`src/rtl/hex_display_ctrl_if.sv`:
```
// Load handshake between a producer and hex_display_ctrl: value, blanking controls, ready/done.
interface hex_display_ctrl_if #(
    parameter int NUM_DIGITS = 6
);
    logic [4*NUM_DIGITS-1:0] value;
    logic                    load;
    logic                    blank_lz;
    logic [NUM_DIGITS-1:0]   digit_mask;
    logic                    ready;
    logic                    done;

    modport master (output value, load, blank_lz, digit_mask, input ready, done);
    modport slave  (input value, load, blank_lz, digit_mask, output ready, done);
endinterface

```
`src/rtl/hex_display_ctrl.sv`:
```
// Multi-digit 7-segment controller: serial MSB-first decode into a shadow image,
// atomic commit to the displays, optional blink driven by a free-running prescaler.
module hex_display_ctrl #(
    parameter int NUM_DIGITS = 6,
    parameter int BLINK_DIV  = 25000000
) (
    input  logic                    clock,
    input  logic                    resetn,
    hex_display_ctrl_if.slave       bus,
    input  logic                    blink_en,
    output logic [7*NUM_DIGITS-1:0] hex
);
    localparam int IDX_W = (NUM_DIGITS > 1) ? $clog2(NUM_DIGITS) : 1;
    localparam int CNT_W = $clog2(BLINK_DIV);

    typedef enum logic [1:0] {IDLE, SCAN, COMMIT} state_t;

    state_t                  state;
    logic [IDX_W-1:0]        idx;
    logic                    nz_seen;
    logic [4*NUM_DIGITS-1:0] val_q;
    logic                    blz_q;
    logic [NUM_DIGITS-1:0]   mask_q;
    logic [7*NUM_DIGITS-1:0] shadow;
    logic [7*NUM_DIGITS-1:0] committed;
    logic [CNT_W-1:0]        cnt;
    logic                    phase;
    logic [3:0]              nib;
    logic                    msk;
    logic [6:0]              seg;

    function automatic logic [6:0] decode(input logic [3:0] n);
        case (n)
            4'h0: decode = 7'h40;  4'h1: decode = 7'h79;
            4'h2: decode = 7'h24;  4'h3: decode = 7'h30;
            4'h4: decode = 7'h19;  4'h5: decode = 7'h12;
            4'h6: decode = 7'h02;  4'h7: decode = 7'h78;
            4'h8: decode = 7'h00;  4'h9: decode = 7'h10;
            4'hA: decode = 7'h08;  4'hB: decode = 7'h03;
            4'hC: decode = 7'h46;  4'hD: decode = 7'h21;
            4'hE: decode = 7'h06;  default: decode = 7'h0E;
        endcase
    endfunction

    // Single shared decoder: select the nibble and mask bit of the digit under scan
    always_comb begin
        nib = '0;
        msk = 1'b0;
        for (int i = 0; i < NUM_DIGITS; i++) begin
            if (idx == IDX_W'(i)) begin
                nib = val_q[4*i +: 4];
                msk = mask_q[i];
            end
        end
        if (msk)
            seg = 7'h7F;
        else if (blz_q && !nz_seen && nib == 4'h0 && idx != '0)
            seg = 7'h7F;
        else
            seg = decode(nib);
    end

    // Captured request is only meaningful once SCAN starts, so it carries no reset
    always_ff @(posedge clock) begin
        if (state == IDLE && bus.load) begin
            val_q  <= bus.value;
            blz_q  <= bus.blank_lz;
            mask_q <= bus.digit_mask;
        end
    end

    always_ff @(posedge clock or negedge resetn) begin
        if (!resetn) begin
            state     <= IDLE;
            bus.ready <= 1'b1;
            bus.done  <= 1'b0;
            idx       <= '0;
            nz_seen   <= 1'b0;
            shadow    <= '1;
            committed <= '1;
        end else begin
            case (state)
                IDLE: begin
                    bus.done <= 1'b0;
                    if (bus.load) begin
                        bus.ready <= 1'b0;
                        idx       <= IDX_W'(NUM_DIGITS - 1);
                        nz_seen   <= 1'b0;
                        state     <= SCAN;
                    end
                end
                SCAN: begin
                    for (int i = 0; i < NUM_DIGITS; i++)
                        if (idx == IDX_W'(i))
                            shadow[7*i +: 7] <= seg;
                    nz_seen <= nz_seen | (nib != 4'h0);
                    if (idx == '0)
                        state <= COMMIT;
                    else
                        idx <= idx - 1'b1;
                end
                COMMIT: begin
                    committed <= shadow;
                    bus.done  <= 1'b1;
                    bus.ready <= 1'b1;
                    state     <= IDLE;
                end
                default: state <= IDLE;
            endcase
        end
    end

    always_ff @(posedge clock or negedge resetn) begin
        if (!resetn) begin
            cnt   <= '0;
            phase <= 1'b0;
        end else if (cnt == CNT_W'(BLINK_DIV - 1)) begin
            cnt   <= '0;
            phase <= ~phase;
        end else begin
            cnt <= cnt + 1'b1;
        end
    end

    assign hex = (blink_en && phase) ? '1 : committed;
endmodule

```
`src/flat_wrapper.sv`:
```
// flat-port wrapper written by rule: the top's interface ports become plain ports
module hex_display_ctrl_flat 
#(
    parameter int NUM_DIGITS = 6,
    parameter int BLINK_DIV  = 25000000
)
  (clock, resetn, blink_en, hex, bus_value, bus_load, bus_blank_lz, bus_digit_mask, bus_ready, bus_done);
  hex_display_ctrl_if #(.NUM_DIGITS(NUM_DIGITS)) bus_i ();
  input  logic clock;
  input  logic resetn;
  input  logic blink_en;
  output logic [7*NUM_DIGITS-1:0] hex;
  input wire logic [$bits(bus_i.value)-1:0] bus_value;
  input wire logic [$bits(bus_i.load)-1:0] bus_load;
  input wire logic [$bits(bus_i.blank_lz)-1:0] bus_blank_lz;
  input wire logic [$bits(bus_i.digit_mask)-1:0] bus_digit_mask;
  output wire logic [$bits(bus_i.ready)-1:0] bus_ready;
  output wire logic [$bits(bus_i.done)-1:0] bus_done;
  assign bus_i.value = bus_value;
  assign bus_i.load = bus_load;
  assign bus_i.blank_lz = bus_blank_lz;
  assign bus_i.digit_mask = bus_digit_mask;
  assign bus_ready = bus_i.ready;
  assign bus_done = bus_i.done;
  hex_display_ctrl #(.NUM_DIGITS(NUM_DIGITS), .BLINK_DIV(BLINK_DIV)) u_core (.clock(clock), .resetn(resetn), .bus(bus_i), .blink_en(blink_en), .hex(hex));
endmodule
```
`config.mk`:
```
export PLATFORM = sky130hd
export DESIGN_NAME = hex_display_ctrl_flat
export DESIGN_NICKNAME = d
export VERILOG_FILES = /design/src/rtl/hex_display_ctrl_if.sv /design/src/rtl/hex_display_ctrl.sv /design/src/flat_wrapper.sv
export SDC_FILE = /design/constraint.sdc
export NUM_CORES = 1
export LEC_CHECK = 0
export CAP_MARGIN = 30
export CORE_ASPECT_RATIO = 1.25
export CORE_MARGIN = 5
export CORE_UTILIZATION = 56
export DETAILED_ROUTE_END_ITERATION = 8
export PLACE_DENSITY = 0.89
export REMOVE_ABC_BUFFERS = 1
export SETUP_SLACK_MARGIN = 0.05
export SYNTH_ARGS = -nofsm -noshare
export SYNTH_HDL_FRONTEND = slang
export SYNTH_SLANG_ARGS = --single-unit
export TNS_END_PERCENT = 1
```
`constraint.sdc`:
```
create_clock -name clock -period 4.1 [get_ports clock]
set_clock_uncertainty 0.2 [all_clocks]
set_input_delay 0.82 -clock clock [delete_from_list [all_inputs] [get_ports clock]]
set_output_delay 0.82 -clock clock [all_outputs]
set_load 0.02 [all_outputs]
```
Yosys cells after proc, flatten, opt, wreduce, memory -nomap -nowiden
Memories as Yosys holds them, arrays and structs flattened.
Cells that the tools add are included.
{"block": "totals", "memories": 1, "reg_bits": 149, "wordCells": 82, "rom_bits": 112, "output_inout_bits": 44, "in_bits": 35}
{"memory": "(no name shown)", "depth": 16, "width": 7, "read_ports": 1, "rd_clocked_by_memory_dff": 0, "write_ports": 0, "line": "hex_display_ctrl.sv:33", "source": "case (n)"}
{"block": "op_classes", "n_reduce_logical": 23, "bitwise_logic": 2, "n_mux": 26, "eq_ne": 11, "add_sub_neg": 2}
{"op": "2-to-1 mux 42 bit", "count": 1}
{"op": "adder 25 x 1 -> 25 bit, second input constant", "count": 1}
{"op": "== test 25 bit, second input constant", "count": 1}
{"op": "2-to-1 mux 25 bit", "count": 1}
{"op": "2-to-1 mux 4 bit", "count": 6}
{"op": "AND reduction 2 bit", "count": 9}
{"op": "2-to-1 mux 7 bit", "count": 2}
{"op": "2-to-1 mux 1 bit", "count": 7}
{"op": "== test 3 x 2 -> 1 bit, second input constant", "count": 2}
{"op": "== test 3 bit, second input constant", "count": 2}
{"op": "2-to-1 mux 3 bit", "count": 2}
{"op": "case mux 1 bit (2 select lines)", "count": 3}
{"op": "case mux 3 bit (2 select lines)", "count": 1}
{"op": "logical AND 1 bit", "count": 5}
{"op": "zero test 4 bit", "count": 1}
{"op": "2-to-1 mux 2 bit", "count": 2}
{"op": "!= test 2 bit, second input constant", "count": 2}
{"op": "case mux 2 bit (2 select lines)", "count": 1}
{"op": "nonzero test 2 bit", "count": 2}
{"op": "nonzero test 4 bit", "count": 1}
{"op": "== test 3 x 1 -> 1 bit, second input constant", "count": 1}
{"op": "zero test 3 bit", "count": 1}
{"op": "AND reduction 3 bit", "count": 1}
{"op": "nonzero test 3 bit", "count": 1}
{"op": "other kinds (8)", "count": 8}

Logic depth before layout (Yosys ltp)
{"block": "logic_depth", "word_depth": 12, "mapped_depth": 13, "depth_no_buf": 12}

Least setup slack after synthesis
Ideal clock, no wire load.
{"block": "synth_timing", "path_kind": "register to register", "from": "register u_core.idx[0]", "to": "register u_core.shadow[17]", "arrival_ps": 2816, "n_path_buf": 1, "path_stages_with_launch": 14, "synth_period_minus_slack_ps": 3089, "slack_ps": 1011, "setup_time_ps": 73, "required_ps": 3827, "cell_sequence": "dfrtp_1 inv_1 ha_1 buf_6 and3b_4 a221oi_1 nand2_1 inv_1 ha_1 nand4b_1 and3_1 a211oi_1 a2111oi_4 a21oi_1"}
{"block": "synth_via", "elab_chain_len": 12, "elab_cells_between_ends": 26, "cone_classes": "5 x eq/ne; 14 x mux; 6 x reduce/logical; 1 x memory"}
{"element": "start: declaration", "line": "hex_display_ctrl.sv:19", "source": "logic [IDX_W-1:0] idx;"}
{"element": "start signal: assignment", "line": "hex_display_ctrl.sv:87", "source": "idx <= IDX_W'(NUM_DIGITS - 1);"}
{"element": "start signal: assignment", "line": "hex_display_ctrl.sv:100", "source": "idx <= idx - 1'b1;"}
{"element": "branches (longest 12 deep; another with memory read (16 x 7 bit))"}
{"element": "end signal: indexed assignment", "line": "hex_display_ctrl.sv:95", "source": "shadow[7*i +: 7] <= seg;"}
{"element": "end: declaration", "line": "hex_display_ctrl.sv:24", "source": "logic [7*NUM_DIGITS-1:0] shadow;"}
Several ways; the timed one is not identified.
A chain may end at the register's enable or synchronous reset.

Worst setup path in the final report
{"block": "layout_timing", "from": "register u_core.idx[1]", "to": "register u_core.shadow[40]"}
Same word-level chain as after synthesis.

==> run_results.csv <==
group,metric,value,unit
status,status,"completed",
min_path,worst_hold_path_type,"reg -> reg",
synth,postSynthRegisterBits,149,
synth,synth_mux_area_frac,0.0719,
cts,clk_pin_slew,0.06,ns
cells_and_area,drive_above_1_share,0.290,
route,final_antenna_net_count,0,
grt,gr_usage_total,0.207,
worst_setup_path,crit_family,"simple AND/OR/NAND/NOR gates",
synth,synth_top_flop_cell,"dfstp_2",
grt,initial_antenna_violation_count,0,
synth,synth_area,6730,µm²
worst_setup_path,critPathCaptureType,"flip-flop",
sta,tns,0,ns
floorplanning,io_pins,79,
route,vias,4574,
cts,numClockSinks,149,
cts,cts.htree.levels,4,
sta,setup-violations-final,0,
synth,yosys.area_share.simple,0.155,
cells_and_area,synthToLayoutAreaGrowth,22.9,%
cts,cts_hold_buf,0,
floorplanning,core,11700,µm²
route,drc_errors,0,
cts,tritoncts,"yes",
synth,synth_fa_ha_area_frac,0.0186,
synth,ys.warnings.count,0,
cells_and_area,fillers,787,
worst_setup_path,timing.critical_path.required,4.24,ns
synth,yosysTopAreaCell,"dfstp_2",
cts,cts_resized,0,
grt,first_global_vias,4825,
route,drt_first_iter_violations,291,
sta,shortest_period_the_worst_path_allows,3.73,ns
worst_setup_path,worstPathBufferInverterCount,2,
placement,dp_worst_setup_slack,0.529,ns
worst_setup_path,worst_path_largest_cell_delay,0.48,ns
synth,synth_compound_area_frac,0.105,
placement,numPlacedInstances,779,
cells_and_area,multi_input_comb_area,2580,µm²
cells_and_area,ff_latch_area,3990,µm²
sta,grt_setup_unrepaired,"false",
placement,gp_routability_congestion,0.863,
route,wl_per_cell,17.2,µm
synth,yosysSeqAreaShare,0.593,
synth,count_of_different_cell_masters_after_synthesis,54,
power_and_ir_drop,leakage,3.26,nW
sta,report.final.hold_viol_count,0,
synth,yosys-top-cells-area,"dfstp_2 (33%), edfxtp_1 (14%), dfrtp_1 (12%)",
synth,xor_and_xnor_fraction_of_the_mapped_netlist_area,0.0312,
cells_and_area,final-instance-count-excl-fill,812,
grt,grt_first_pass_wirelength,23.6,mm
worst_setup_path,critical_path_cell_by_cell,"inv_1 -> ha_1 -> and3b_4 -> a221oi_1 -> nand2_1 -> inv_1 -> ha_1 -> nand4b_1 -> and3_1 -> and3_1 -> o21a_1 -> o21ai_0",
placement,post-dp-hpwl,9.42,mm
sta,worst_pin_slew,0.897,ns
cts,max-clock-path-buffers,2,
synth,postSynthCellCount,558,
placement,port_buffers,78,
worst_setup_path,regToRegSetupSlack,0.37,ns
sta,pins_over_slew_limit,0,
floorplanning,die_height,133,µm
route,wirelength,14.0,mm
sta,fin_crit_sh,0.909,
synth,synth_edf_count,31,
synth,post-synth-top-count-cell,"dfstp_2",
worst_setup_path,max_fanout_on_critical_path,10,
route,drt_pass_1_iters,5,
worst_setup_path,critical_path_arrival,3.86,ns
power_and_ir_drop,power.ir.vdd_worst,0.399,mV
floorplanning,start_util,0.574,
cells_and_area,design.final.nets,683,
cells_and_area,antenna_cells,0,
sta,max_freq,268,MHz
run,max_cap_viol_count,0,
cts,cts_made_buffers,17,
cts,insertion_delay_to_the_later_sink_of_the_worst_skew_pair,0.43,ns
route,detail_route.vias_per_cell,5.63,
worst_setup_path,path_class,"reg -> reg",
synth,syn_avg_cell_area,12.1,µm²
synth,synth_async_sr_flop_share,0.792,
synth,synth_top_area_share,0.332,
grt,grt_remaining_overflow,0,
synth,synth_top_family_by_area,"simple AND/OR/NAND/NOR gates",
floorplanning,die-area,14300,µm²
worst_setup_path,worst_path_max_delay_cell,"a221oi_1",
floorplanning,die_width,108,µm
cts,clk_root_buffer_cell,"clkbuf_16",
synth,most_instantiated_cells_after_synthesis,"dfstp_2 (85), nor2_1 (64), nand2b_1 (45), mux2_2 (43), a21oi_1 (38)",
worst_setup_path,critical_path.startpoint_type,"flip-flop",
grt,grt_max_degree,70,
cts,post_cts_setup_bufs,0,
power_and_ir_drop,pwr_density_cell,837,nW/µm²
sta,worst_slew_margin_rel,0.399,
floorplanning,num_rows,44,
sta,postLayoutSetupSlackWorst,0.373,ns
cells in the final DEF, fill, tap and decap left out, types with 4 or more instances in the layout:
cell type | synthesis | routed
inv_6 | 0 | 4
a211oi_1 | 4 | 4
and3_1 | 14 | 14
nand4_1 | 7 | 7
nor2b_1 | 5 | 4
clkbuf_16 | 0 | 19
edfxtp_1 | 31 | 31
mux2_2 | 43 | 43
dfrtp_1 | 33 | 33
dfstp_2 | 85 | 85
a221oi_2 | 4 | 4
inv_1 | 13 | 13
o21ai_0 | 12 | 12
ha_1 | 10 | 10
nand2b_1 | 45 | 45
clkdlybuf4s50_1 | 0 | 77
nand3_1 | 11 | 11
xor2_1 | 16 | 16
a21oi_1 | 38 | 38
buf_4 | 0 | 8
nor2_1 | 64 | 63
nand2_1 | 25 | 25
nand3b_1 | 6 | 6
xnor2_1 | 8 | 8
a31oi_1 | 10 | 10
a221o_1 | 6 | 6
layout make-up:
| cell class | count | share of cell area |
|---|---|---|
| clock buffer | 19 | 0.0575 |
| clock inverter | 13 | 0.0132 |
| inverter | 13 | 0.00590 |
| multi-input combinational | 370 | 0.313 |
| sequential | 149 | 0.482 |
| tap | 161 | 0.0244 |
| timing repair buffer | 87 | 0.104 |
logic make-up after synthesis:
logic type / count (synthesis)
multiplexers: 43
buffers and inverters: 39
adder cells (fa/ha/maj): 10
AND/OR/NAND/NOR: 199
flip-flops: 149
XOR/XNOR: 24
AO/OA/AOI/OAI: 94
where the power goes:
part | total [W] | switching [W] | internal (W)
logic | 0.00282 | 0.00159 | 0.00123
registers | 0.00259 | 0.000291 | 0.00230
clock network | 0.00151 | 0.000650 | 0.000862
total | 0.00692 | 0.00253 | 0.00439
worst paths after layout:
| path | endpoint | start | cells after the start |
|---|---|---|---|
| worst min-delay path | u_core.shadow[37] | u_core.shadow[37] | 2 |
| worst max-delay path | u_core.shadow[40] | u_core.idx[1] | 12 |
| max in group asynchronous | u_core.committed[24] | resetn | 2 |
| worst min register to register | u_core.shadow[37] | u_core.shadow[37] | 2 |
| worst max register to register | u_core.shadow[40] | u_core.idx[1] | 12 |
| min in group asynchronous | u_core.state[1] | resetn | 1 |
routing by layer:
layer  track usage  vias up  part of all wire
li1              -     2126                 -
met1         0.262     2275              0.40
met2         0.348      142              0.52
met3        0.0448       31             0.053
met4        0.0779        0             0.025
met5             0        -                 0
per-stage QoR:
step	hold slack, ns	utilization	instance area [µm²]	power (W)
floorplan	0.224	-	6610	0.00439
global placement	0.239	0.653	7660	0.00529
detailed placement	0.250	0.655	7680	0.00540
CTS	0.259	0.704	8260	0.00695
global route	0.285	0.705	8270	0.00731
finish	0.263	0.705	8270	0.00692
tightest hold or removal path, delay by kind of cell (launching register included):
kind / cells / cell delay, ns
and+or+nand+nor: 1 / 0.04
DFF: 1 / 0.37
AOI/OAI and AO/OA: 1 / 0.05
flip-flops by register name, indices dropped and copies added (netlist names):
signal            cells
u_core.idx            3
u_core.cnt           25
u_core.nz_seen        1
u_core.phase          1
u_core.committed     42
u_core.bus.done       1
u_core.mask_q         6
u_core.blz_q          1
u_core.shadow        42
u_core.bus.ready      1
u_core.val_q         24
u_core.state          2
(Power assumes the default switching activity.)
